## config.mk

```make
export PLATFORM = sky130hd
export DESIGN_NAME = countdown_timer
export DESIGN_NICKNAME = d
export VERILOG_FILES = /design/src/rtl/countdown_timer.sv
export SDC_FILE = /design/constraint.sdc
export NUM_CORES = 1
export LEC_CHECK = 0
export CORE_UTILIZATION = 50
export DETAILED_ROUTE_END_ITERATION = 10
export PLACE_DENSITY = 0.83
export SYNTH_ARGS = -nofsm -noshare
export SYNTH_HDL_FRONTEND = slang
export SYNTH_SLANG_ARGS = --single-unit
```

## constraint.sdc

```tcl
create_clock -name clk -period 2.42 [get_ports clk]
set_clock_uncertainty 0.2 [all_clocks]
set_input_delay 0.484 -clock clk [delete_from_list [all_inputs] [get_ports clk]]
set_output_delay 0.484 -clock clk [all_outputs]
set_load 0.01 [all_outputs]
```

## src/rtl/countdown_timer.sv

```systemverilog
// Loadable down-counter with one-cycle terminal-count pulse and optional auto-reload.
// Input priority each cycle is load > stop > en.
module countdown_timer #(
  parameter int unsigned WIDTH = 8
) (
  input  logic             clk,
  input  logic             rst,
  input  logic             load,
  input  logic [WIDTH-1:0] load_val,
  input  logic             en,
  input  logic             reload,
  input  logic             stop,
  output logic [WIDTH-1:0] count,
  output logic             busy,
  output logic             done,
  output logic             zero
);

  typedef enum logic [1:0] {StIdle, StRun, StDone} state_e;

  state_e           state_q, state_d;
  logic [WIDTH-1:0] count_q, count_d;
  logic [WIDTH-1:0] reload_q, reload_d;
  logic             done_q, done_d;

  always_ff @(posedge clk or negedge rst) begin
    if (!rst) begin
      state_q  <= StIdle;
      count_q  <= '0;
      reload_q <= '0;
      done_q   <= 1'b0;
    end else begin
      state_q  <= state_d;
      count_q  <= count_d;
      reload_q <= reload_d;
      done_q   <= done_d;
    end
  end

  always_comb begin
    state_d  = state_q;
    count_d  = count_q;
    reload_d = reload_q;
    done_d   = 1'b0;
    if (load) begin
      count_d  = load_val;
      reload_d = load_val;
      state_d  = (load_val != '0) ? StRun : StIdle;
    end else begin
      unique case (state_q)
        StIdle: begin
          state_d = StIdle;
        end
        StRun: begin
          if (stop) begin
            state_d = StIdle;
          end else if (en) begin
            if (count_q > WIDTH'(1)) begin
              count_d = count_q - WIDTH'(1);
            end else if (count_q == WIDTH'(1)) begin
              done_d = 1'b1;
              if (reload) begin
                count_d = reload_q;
              end else begin
                count_d = '0;
                state_d = StDone;
              end
            end else begin
              // Defensive: a zero count in RUN cannot arise from loads; never underflow.
              state_d = StIdle;
            end
          end
        end
        StDone: begin
          state_d = StIdle;
        end
        default: begin
          state_d = StIdle;
        end
      endcase
    end
  end

  assign count = count_q;
  assign busy  = (state_q == StRun);
  assign done  = done_q;
  assign zero  = (count_q == '0);

endmodule

```

==> results of run 1 <==
## stage by stage
step | utilization [%] | worst slack [ns]
floorplan | - | 0.3452
global placement | 66.78 | 0.2448
detailed placement | 66.78 | 0.1979
CTS | 68.29 | 0.1784
global route | 68.29 | 0.01013
finish | 68.29 | 0.09856
## logic make-up (layout without fill, tap and decap cells)
kind of cell | Yosys count | in the layout | share of synthesized area, %
AO/OA/AOI/OAI | 30 | 30 | 20.02
buffers and inverters | 12 | 43 | 4.530
flip-flops | 19 | 19 | 40.04
adder cells (fa/ha/maj) | 3 | 3 | 3.162
multiplexers | 6 | 6 | 5.479
AND/OR/NAND/NOR | 50 | 50 | 26.03
XOR/XNOR | 1 | 1 | 0.7378
## where the power goes
part	total (mW)	internal, mW	leakage [nW]	switching (mW)
clock	0.160	0.0641	0.0150	0.0963
combinational	0.241	0.128	0.389	0.114
sequential	0.383	0.348	0.227	0.0348
total	0.784	0.539	0.631	0.245
## per-layer routing
| layer | global-route usage (%) | vias to the layer above | wire, µm |
|---|---|---|---|
| li1 | - | 524 | - |
| met1 | 32.89 | 537 | 1266 |
| met2 | 42.44 | 48 | 1493 |
| met3 | 4.545 | 6 | 185 |
| met4 | 10.19 | 0 | 38 |
| met5 | 0 | - | 0 |
## timing repair
| item | 4_1_cts | 5_1_grt |
|---|---|---|
| endpoints found under the setup margin | 1 | 0 |
| resized for setup | 2 | 0 |
| setup buffers | 1 | 0 |
## flip-flops by register name (all words and copies together) (netlist names)
| signal | flops |
|---|---|
| state_q | 2 |
| reload_q | 8 |
| count | 8 |
| done | 1 |
## final cells by class
type                       instances  area, µm²
inverter                           6      22.52
multi-input combinational         90      658.1
sequential                        19      476.7
tap                               28      35.03
fill                             195      708.2
clock buffer                       4      26.28
timing repair buffer              33      306.5
## worst paths after layout
check | slack, ns | cells after the start | to | startpoint
max | 0.1 | 7 | count[0] | count[0]
min | 0.31 | 2 | count[6] | rst
max reg2reg | 0.1 | 7 | count[0] | count[0]
min reg2reg | 0.32 | 1 | reload_q[7] | reload_q[7]
max in group asynchronous | 1.48 | 2 | count[5] | rst
min in group clk | 0.32 | 1 | reload_q[7] | reload_q[7]
## cell usage in the layout, fill, tap and decap left out, types with 4 or more instances in the layout
master / n
sky130_fd_sc_hd__o21ai_0: 5
sky130_fd_sc_hd__mux2_2: 4
sky130_fd_sc_hd__nand2b_1: 5
sky130_fd_sc_hd__clkdlybuf4s50_1: 23
sky130_fd_sc_hd__dfrtp_1: 18
sky130_fd_sc_hd__nand3_1: 5
sky130_fd_sc_hd__inv_1: 6
sky130_fd_sc_hd__buf_4: 9
sky130_fd_sc_hd__a32oi_1: 4
sky130_fd_sc_hd__nor3_1: 7
sky130_fd_sc_hd__nand2_1: 9
==> impl_metrics.prom, run 1 <==
# TYPE chip_impl_metric gauge
chip_impl_metric{name="stdcell_area",unit="µm²"} 1525
chip_impl_metric{name="numClockSinks",unit=""} 19
chip_impl_metric{name="place_area",unit="µm²"} 1491
chip_impl_metric{name="pin_count_of_the_biggest_net_entering_global_routing",unit=""} 20
chip_impl_metric{name="clock_pin_slew_of_the_registers_on_the_worst_case_setup_and_hold_paths",unit="ns"} 0.11
chip_impl_metric{name="layout.nets",unit=""} 170
chip_impl_metric{name="mappedNetlistArea",unit="µm²"} 1187
chip_impl_info{name="run_status",value="completed"} 1
chip_impl_metric{name="critPathBufInv",unit=""} 2
chip_impl_metric{name="max_slew_margin",unit="%"} 69.33
chip_impl_metric{name="smallest_hold_slack",unit="ns"} 0.3142
chip_impl_metric{name="numCtsBuffers",unit=""} 3
chip_impl_info{name="cts_tree",value="built"} 1
chip_impl_metric{name="drive_above_1_share",unit="%"} 17.11
chip_impl_metric{name="globalplace.congestion",unit=""} 0.8339
chip_impl_info{name="timing.critical_path.slowest_stage_cell",value="sky130_fd_sc_hd__dfrtp_1"} 1
chip_impl_metric{name="grt.total_usage",unit="%"} 25.64
chip_impl_metric{name="postRouteAntennaNets",unit=""} 0
chip_impl_metric{name="yosysUniqueCellTypes",unit=""} 49
chip_impl_metric{name="finalNonFillerCells",unit=""} 180
chip_impl_info{name="synth.top_cells.by_area",value="sky130_fd_sc_hd__dfrtp_1, sky130_fd_sc_hd__mux2_2, sky130_fd_sc_hd__ha_1"} 1
chip_impl_metric{name="die_x",unit="µm"} 50.73
chip_impl_metric{name="worst_slew_pin_slew",unit="ns"} 0.4586
chip_impl_info{name="synth_most_common_cell",value="sky130_fd_sc_hd__dfrtp_1"} 1
chip_impl_metric{name="final.setup.tns",unit="ns"} 0
chip_impl_metric{name="report.final.hold_viol_count",unit=""} 0
chip_impl_metric{name="ctsHtreeMaxLevel",unit=""} 1
chip_impl_info{name="crit_chain",value="inv_1 -> ha_1 -> nor4b_1 -> a21oi_1 -> buf_4 -> or3_1 -> nand4_1"} 1
chip_impl_metric{name="coreArea",unit="µm²"} 2233
chip_impl_metric{name="vias",unit=""} 1115
chip_impl_metric{name="cp.required",unit="ns"} 2.45
chip_impl_info{name="crit_type",value="flip-flop to flip-flop"} 1
chip_impl_info{name="crit_path_end_kind",value="flip-flop"} 1
chip_impl_metric{name="synth_async_sr_flop_share",unit="%"} 100.0
chip_impl_metric{name="synth.top_cell.area_share",unit="%"} 40.04
chip_impl_metric{name="finalCritPeriodShare",unit="%"} 95.93
chip_impl_metric{name="power.density_cell_area",unit="nW/µm²"} 514.1
chip_impl_info{name="critical_path.top_delay_family",value="simple AND/OR/NAND/NOR gates"} 1
chip_impl_metric{name="worst_ir_drop_vdd",unit="V"} 0.0003421
chip_impl_metric{name="initial_core_utilization",unit="%"} 53.17
chip_impl_metric{name="io-pin-count",unit=""} 25
chip_impl_metric{name="synthesis_stage_register_bit_count",unit=""} 19
chip_impl_metric{name="totalWireLength",unit="µm"} 2984
chip_impl_metric{name="global_route_wire_length_before_repair",unit="µm"} 4774
chip_impl_metric{name="dp_cells",unit=""} 175
chip_impl_metric{name="leakagePower",unit="nW"} 0.6314
chip_impl_metric{name="antennaDiodeCount",unit=""} 0
chip_impl_metric{name="worstSkewPairLatency",unit="ns"} 0.29
chip_impl_metric{name="die_area",unit="µm²"} 2574
chip_impl_metric{name="drt_drc_violations_left",unit=""} 0
chip_impl_metric{name="syn-instance-count",unit=""} 121
chip_impl_metric{name="clk_path_buf_depth",unit=""} 2
chip_impl_metric{name="number_of_antenna_violations_at_the_first_check_in_global_routing",unit=""} 0
chip_impl_metric{name="drtIter0Drc",unit=""} 42
chip_impl_metric{name="finalMaxSlewViolations",unit=""} 0
chip_impl_metric{name="critical_path.max_fanout",unit=""} 7
chip_impl_metric{name="grt_pass1_vias",unit=""} 1021
chip_impl_metric{name="syn_area_per_cell",unit="µm²"} 9.813
chip_impl_info{name="worst_setup_path_start_kind",value="flip-flop"} 1
chip_impl_metric{name="synth_edf_count",unit=""} 0
chip_impl_info{name="synth_commonest_cells",value="sky130_fd_sc_hd__dfrtp_1, sky130_fd_sc_hd__nand2_1, sky130_fd_sc_hd__nor3_1"} 1
chip_impl_info{name="unrepaired_setup_endpoints_after_global_routing",value="false"} 1
chip_impl_metric{name="placement.io_buffers",unit=""} 24
chip_impl_metric{name="globalRouteOverflowTotal",unit=""} 0
chip_impl_info{name="dominantRegCellSynth",value="sky130_fd_sc_hd__dfrtp_1"} 1
chip_impl_metric{name="floorplan.rows",unit=""} 17
chip_impl_metric{name="die_h",unit="µm"} 50.73
chip_impl_metric{name="detail_route.vias_per_cell",unit=""} 6.194
chip_impl_metric{name="synth_seq_area_share",unit="%"} 40.04
chip_impl_info{name="min_path_type",value="input port to asynchronous set/reset pin"} 1
chip_impl_metric{name="fmax",unit="MHz"} 430.8
chip_impl_metric{name="setup_viol",unit=""} 0
chip_impl_metric{name="syn_to_final_growth",unit="%"} 28.45
chip_impl_info{name="post-synth-top-area-cell",value="sky130_fd_sc_hd__dfrtp_1"} 1
chip_impl_metric{name="route.detailed.wl_per_inst",unit="µm"} 16.58
chip_impl_info{name="clock_tree.root_cell",value="sky130_fd_sc_hd__clkbuf_4"} 1
chip_impl_metric{name="critical-path-max-stage-delay",unit="ns"} 0.46
chip_impl_metric{name="yosys_warnings",unit=""} 0
chip_impl_metric{name="dp.final_hpwl",unit="µm"} 2183
chip_impl_metric{name="ctsHoldBuffers",unit=""} 0
chip_impl_metric{name="final.min_clock_period",unit="ns"} 2.321
chip_impl_metric{name="number_of_nets_produced_by_synthesis",unit=""} 138
chip_impl_metric{name="design_power_total",unit="mW"} 0.7841
chip_impl_metric{name="timing.critical_path.arrival",unit="ns"} 2.35
chip_impl_metric{name="max-cap-violations",unit=""} 0
chip_impl_metric{name="drt_pre_antenna_iters",unit=""} 5
Power figures use the tool's default switching activity.
==> inputs of run 2 (changes only) <==
--- a/config.mk
+++ b/config.mk
@@ -8,6 +8,7 @@
 export CORE_UTILIZATION = 50
 export DETAILED_ROUTE_END_ITERATION = 10
 export PLACE_DENSITY = 0.83
+export SKIP_LAST_GASP = 1
 export SYNTH_ARGS = -nofsm -noshare
 export SYNTH_HDL_FRONTEND = slang
 export SYNTH_SLANG_ARGS = --single-unit
==> results of run 2 <==
No change in the layout: final DEF, timing and power equal those of run 1.
